`config.mk`:
```
export PLATFORM = sky130hd
export DESIGN_NAME = usb_rx_resp_ctrl
export DESIGN_NICKNAME = d
export VERILOG_FILES = /design/src/rtl/usb_rx_resp_ctrl.sv
export SDC_FILE = /design/constraint.sdc
export NUM_CORES = 1
export LEC_CHECK = 0
export BUFFER_PORTS_ARGS = -buffer_cell sky130_fd_sc_hd__buf_2
export CAP_MARGIN = 25
export CELL_PAD_IN_SITES_DETAIL_PLACEMENT = 1
export CELL_PAD_IN_SITES_GLOBAL_PLACEMENT = 1
export CORE_MARGIN = 5
export CORE_UTILIZATION = 41
export CTS_CLUSTER_SIZE = 8
export DETAILED_ROUTE_END_ITERATION = 16
export GPL_ROUTABILITY_DRIVEN = 1
export PLACE_DENSITY_LB_ADDON = 0.1
export SLEW_MARGIN = 40
export SYNTH_ARGS = -nofsm -noshare
export SYNTH_HDL_FRONTEND = slang
export SYNTH_SLANG_ARGS = --single-unit
export TNS_END_PERCENT = 1
```
`constraint.sdc`:
```
create_clock -name clk -period 2.8 [get_ports clk]
set_clock_uncertainty 0.1 [all_clocks]
set_input_delay 0.56 -clock clk [delete_from_list [all_inputs] [get_ports clk]]
set_output_delay 0.56 -clock clk [all_outputs]
set_load 0.02 [all_outputs]
```
`src/rtl/usb_rx_resp_ctrl.sv`:
```
// Handshake responder for a USB OUT transaction: waits for the DATA packet after an
// OUT token, decides ACK/NAK, waits the bus turnaround time, then launches the handshake.
//
// state      | meaning
// IDLE       | waiting for a clean OUT token
// WAIT_DATA  | OUT seen, waiting for DATA0/DATA1 (timeout on idle bus cycles)
// TURNAROUND | response decided, waiting for the bus turnaround gap
// SEND       | tx_start pulse with the chosen handshake
// WAIT_TX    | handshake in flight, waiting for tx_done
module usb_rx_resp_ctrl #(
    parameter int TURN_CYC  = 16,
    parameter int DATA_TOUT = 255,
    parameter int MAX_OCC   = 64
) (
    input  logic       clk,
    input  logic       n_rst,
    input  logic [3:0] rx_packet,
    input  logic       rx_data_ready,
    input  logic       rx_error,
    input  logic       rx_trans_active,
    input  logic [6:0] buffer_occupancy,
    input  logic       tx_done,
    output logic [3:0] tx_packet,
    output logic       tx_start,
    output logic       flush_req,
    output logic       data_toggle,
    output logic       resp_busy
);

    typedef enum logic [2:0] {IDLE, WAIT_DATA, TURNAROUND, SEND, WAIT_TX} state_t;

    localparam logic [3:0] PID_OUT   = 4'd1;
    localparam logic [3:0] PID_DATA0 = 4'd3;
    localparam logic [3:0] PID_DATA1 = 4'd4;
    localparam logic [3:0] PID_ACK   = 4'd5;
    localparam logic [3:0] PID_NAK   = 4'd6;

    // Terminal-count values: the transition happens on the edge the counter would reach the limit.
    localparam logic [7:0] TOUT_LAST = 8'(DATA_TOUT - 1);
    localparam logic [7:0] TURN_LAST = 8'(TURN_CYC - 1);
    localparam logic [6:0] OCC_MAX   = 7'(MAX_OCC);

    state_t     state;
    logic [7:0] cnt;
    logic [3:0] resp;
    logic [7:0] cnt_inc;
    logic       is_data;
    logic       pid_toggle;

    assign cnt_inc    = (cnt == 8'hFF) ? cnt : cnt + 8'd1;
    assign is_data    = (rx_packet == PID_DATA0) || (rx_packet == PID_DATA1);
    assign pid_toggle = (rx_packet == PID_DATA1);
    assign resp_busy  = (state != IDLE);

    always_ff @(posedge clk or negedge n_rst) begin
        if (!n_rst) begin
            state       <= IDLE;
            cnt         <= 8'd0;
            resp        <= 4'd0;
            tx_packet   <= 4'd0;
            tx_start    <= 1'b0;
            flush_req   <= 1'b0;
            data_toggle <= 1'b0;
        end else begin
            tx_start  <= 1'b0;
            flush_req <= 1'b0;
            case (state)
                IDLE: begin
                    if (rx_data_ready && rx_packet == PID_OUT && !rx_error) begin
                        state <= WAIT_DATA;
                        cnt   <= 8'd0;
                    end
                end
                WAIT_DATA: begin
                    if (rx_data_ready) begin
                        if (rx_error) begin
                            flush_req <= 1'b1;
                            state     <= IDLE;
                        end else if (is_data) begin
                            cnt   <= 8'd0;
                            state <= TURNAROUND;
                            // Overflow outranks the toggle check; a duplicate is ACKed but dropped.
                            if (buffer_occupancy > OCC_MAX) begin
                                resp      <= PID_NAK;
                                flush_req <= 1'b1;
                            end else if (pid_toggle == data_toggle) begin
                                resp        <= PID_ACK;
                                data_toggle <= ~data_toggle;
                            end else begin
                                resp      <= PID_ACK;
                                flush_req <= 1'b1;
                            end
                        end else begin
                            state <= IDLE;
                        end
                    end else if (!rx_trans_active) begin
                        if (cnt >= TOUT_LAST)
                            state <= IDLE;
                        else
                            cnt <= cnt_inc;
                    end
                end
                TURNAROUND: begin
                    if (rx_trans_active) begin
                        cnt <= 8'd0;
                    end else if (cnt >= TURN_LAST) begin
                        state     <= SEND;
                        tx_start  <= 1'b1;
                        tx_packet <= resp;
                    end else begin
                        cnt <= cnt_inc;
                    end
                end
                SEND: begin
                    state <= WAIT_TX;
                end
                WAIT_TX: begin
                    if (tx_done) begin
                        state     <= IDLE;
                        tx_packet <= 4'd0;
                    end
                end
                default: begin
                    state <= IDLE;
                end
            endcase
        end
    end

endmodule

```
==> summary.md <==
| Metric | Value |
|---|---|
| Status | `completed` |
| Critical path startpoint | `cnt[4]` |
| Critical path cell sequence | `or4_4, o21ba_4, a21oi_4, and3_1, a22o_1` |
| Clk sinks | `20` |
| Netlist cell types | `46` |
| Total chip power | `600 µW` |
| Sequential cell area fraction in the yosys report | `40.3%` |
| CTS resizes | `0` |
| Syn Nets | `152` |
| Cts hold-fix bufs | `0` |
| Post-Route WL | `3.11 mm` |
| Fmax | `449 MHz` |
| PortBufs | `23` |
| Critical Path Sink Type | `register` |
| Lkg Pwr | `0.643 nW` |
| CORE AREA | `0.00298 mm²` |
| TritonCTS clock tree | `yes` |
| DR iter-0 viols | `81` |
| Root Driver | `clkbuf_4` |
| Antenna cell count | `0` |
| Area Growth Syn to Fin | `14.3%` |
| # fillers | `359` |
| Clock buffer count from CTS | `3` |
| Post-DRT Antenna Nets | `0` |
| Peak VDD IR | `0.191 mV` |
| Tot GR Track Use | `16.9%` |
| Largest net degree at the start of global routing | `21` |
| Ys Warns | `0` |
| Minimum clock period | `2.23 ns` |
| Reg-to-reg startpoint | `cnt[4]` |
| Nets@finish | `177` |
| Worst-Skew Late Latency | `0.31 ns` |
| Post-DR vias/cell | `5.89` |
| H-tree level count | `1` |
| Crit-path max FO | `8` |
| Finished Cell Area | `0.00142 mm²` |
| Vias | `1119` |
| Post-synth top flop | `dfrtp_1` |
| Post-Syn Area per Cell | `9.34 µm²` |
| Async SR Flop Fraction | `100%` |
| Post-CTS Setup Bufs | `0` |
| First-pass GRT wire length | `5.58 mm` |
| Post-Syn Instances | `133` |
| Crit path max-delay family | `simple AND/OR/NAND/NOR gates` |
| Initial antenna violation count | `0` |
| Die area | `0.00423 mm²` |
| Post-synthesis register bit count | `20` |
| Die width | `65.1 µm` |
| Hold Violations, Final | `0` |
| Die H | `65.1 µm` |
| Post-route insts no fill | `190` |
| Share of cells above drive strength 1 | `24.2%` |
| Placed Instances | `186` |
| RePlAce Congestion | `0.850` |
| Clock buffer depth | `2` |
| Period utilisation layout | `79.6%` |
| Initial DRT Pass Iterations | `3` |
| Row count | `20` |
| WL per Instance | `16.4 µm` |
| Number of synthesized flops with an enable pin | `0` |
| Starting density of the core | `41.7%` |
| Worst Path Buf+Inv | `0` |
| Total gr overflow | `0` |
| RSZ-0062 raised after global routing | `no` |
| DR DRC count | `0` |
| Min Hold Slack | `0.0804 ns` |
| Final max-slew violation count | `0` |
| Slowest cell on crit path | `or4_4` |
| Max_cap viols | `0` |
| Crit Path Class | `reg2reg` |
| Hpwl dp | `2.50 mm` |
| Least-Margin Pin Slew | `0.575 ns` |
| Crit path DAT | `2.38 ns` |
| Num ports | `25` |
| # setup viols final | `0` |
| Setup TNS Final | `0 ns` |
| Pwr Density | `423 mW/mm²` |
| Req. time, crit path | `2.96 ns` |
| Mapped Area | `0.00124 mm²` |
| Rel. slew slack | `61.4%` |
| Dpl cell area | `0.00137 mm²` |
| Vias in the first global route | `1244` |
| Hold crit path type | `in2async` |
| Max incr delay on CP | `0.56 ns` |
| Clock Pin Slew Worst Setup and Hold Paths | `0.12 ns` |
| Startpoint Class | `register` |
[cells in the final DEF (no fill, tap or decap), types with 2 or more instances in the layout]
cell type	synthesis	layout
buf_2	0	23
nand2_1	21	21
dfrtp_1	20	20
a21oi_1	8	8
inv_1	7	7
nor2_1	7	7
o21ai_0	6	6
nand3_1	5	5
a31oi_1	4	4
o31ai_1	3	3
and4_1	3	3
mux2i_1	3	3
clkbuf_4	0	3
nand3b_1	2	2
o31a_1	2	2
nor4bb_1	2	2
or3b_1	2	2
and3_1	2	2
a22o_1	2	2
mux2_2	2	2
a41oi_1	2	2
nand2b_1	2	2
ha_1	2	2
[power by group]
group	switching (mW)	leakage, nW	internal (mW)
Combinational	0.0370	0.352	0.0236
Sequential	0.00504	0.263	0.294
Clock	0.0957	0.0279	0.145
Total	0.138	0.643	0.462
[logic make-up (layout without fill, tap and decap cells)]
group                    Yosys count  count (layout)  share of synthesized area, %
buffers and inverters             11              35                          5.24
adder cells (fa/ha/maj)            2               2                          2.01
AND/OR/NAND/NOR                   56              56                          25.6
flip-flops                        20              20                          40.3
other                              1               1                         0.302
multiplexers                       5               5                          4.23
AO/OA/AOI/OAI                     38              38                          22.4
[cell type report]
class                           instances  area (µm²)  share of cell area (%)
Timing Repair Buffer                   24         123                    8.63
Clock buffer                            3        22.5                    1.59
Clock inverter                          1        30.0                    2.11
Tap cell                               33        41.3                    2.91
Sequential cell                        20         500                    35.2
Inverter                                7        26.3                    1.85
Multi-Input combinational cell        102         677                    47.7
[metal layers]
layer	up-vias	track usage [%]	wire length (µm)
met2	17	30.7	1640
met3	4	2.77	87
met1	557	19.7	1340
met5	-	0	0
li1	541	-	-
met4	0	6.48	40
[worst reg2reg max path, delay by kind of cell (launching register included)]
family / cells / cell delay [ns]
AO/OA/AOI/OAI: 3 / 0.65
flip-flops: 1 / 0.48
AND/OR/NAND/NOR: 2 / 0.96
[state kept, by name, summed over array words and instances, names as in the netlist]
| name | count |
|---|---|
| flush_req | 1 |
| tx_start | 1 |
| cnt | 8 |
| data_toggle | 1 |
| tx_packet | 3 |
| resp | 3 |
| state | 3 |
[cells in the mapped netlist, types with 2 or more instances]
| master | count | area [µm²] |
|---|---|---|
| nand2_1 | 21 | 78.8 |
| dfrtp_1 | 20 | 500 |
| a21oi_1 | 8 | 40.0 |
| inv_1 | 7 | 26.3 |
| nor2_1 | 7 | 26.3 |
| o21ai_0 | 6 | 30.0 |
| nand3_1 | 5 | 25.0 |
| a31oi_1 | 4 | 25.0 |
| and4_1 | 3 | 26.3 |
| mux2i_1 | 3 | 30.0 |
| o31ai_1 | 3 | 22.5 |
| a22o_1 | 2 | 17.5 |
| a41oi_1 | 2 | 17.5 |
| and3_1 | 2 | 12.5 |
| buf_6 | 2 | 22.5 |
| ha_1 | 2 | 25.0 |
| mux2_2 | 2 | 22.5 |
| nand2b_1 | 2 | 12.5 |
| nand3b_1 | 2 | 15.0 |
| nor4bb_1 | 2 | 20.0 |
| o31a_1 | 2 | 17.5 |
| or3b_1 | 2 | 17.5 |
[worst paths after layout]
check                                to  slack [ns]  depth (start not counted)
max                              cnt[1]        0.57                          5
min                              cnt[1]        0.08                          1
max reg2reg                      cnt[1]        0.57                          5
min reg2reg                     resp[2]        0.39                          1
max in group asynchronous  tx_packet[1]        2.20                          1
min in group clk               state[2]        0.33                          2
[stage by stage]
step	utilization, %	worst slack, ns
3_3_place_gp	45.9	0.436
6_report	47.7	0.572
4_1_cts	47.7	0.577
3_5_place_dp	45.9	0.330
5_1_grt	47.7	0.459
2_1_floorplan	-	0.706
Note: power is estimated with default switching activity, not from simulation.
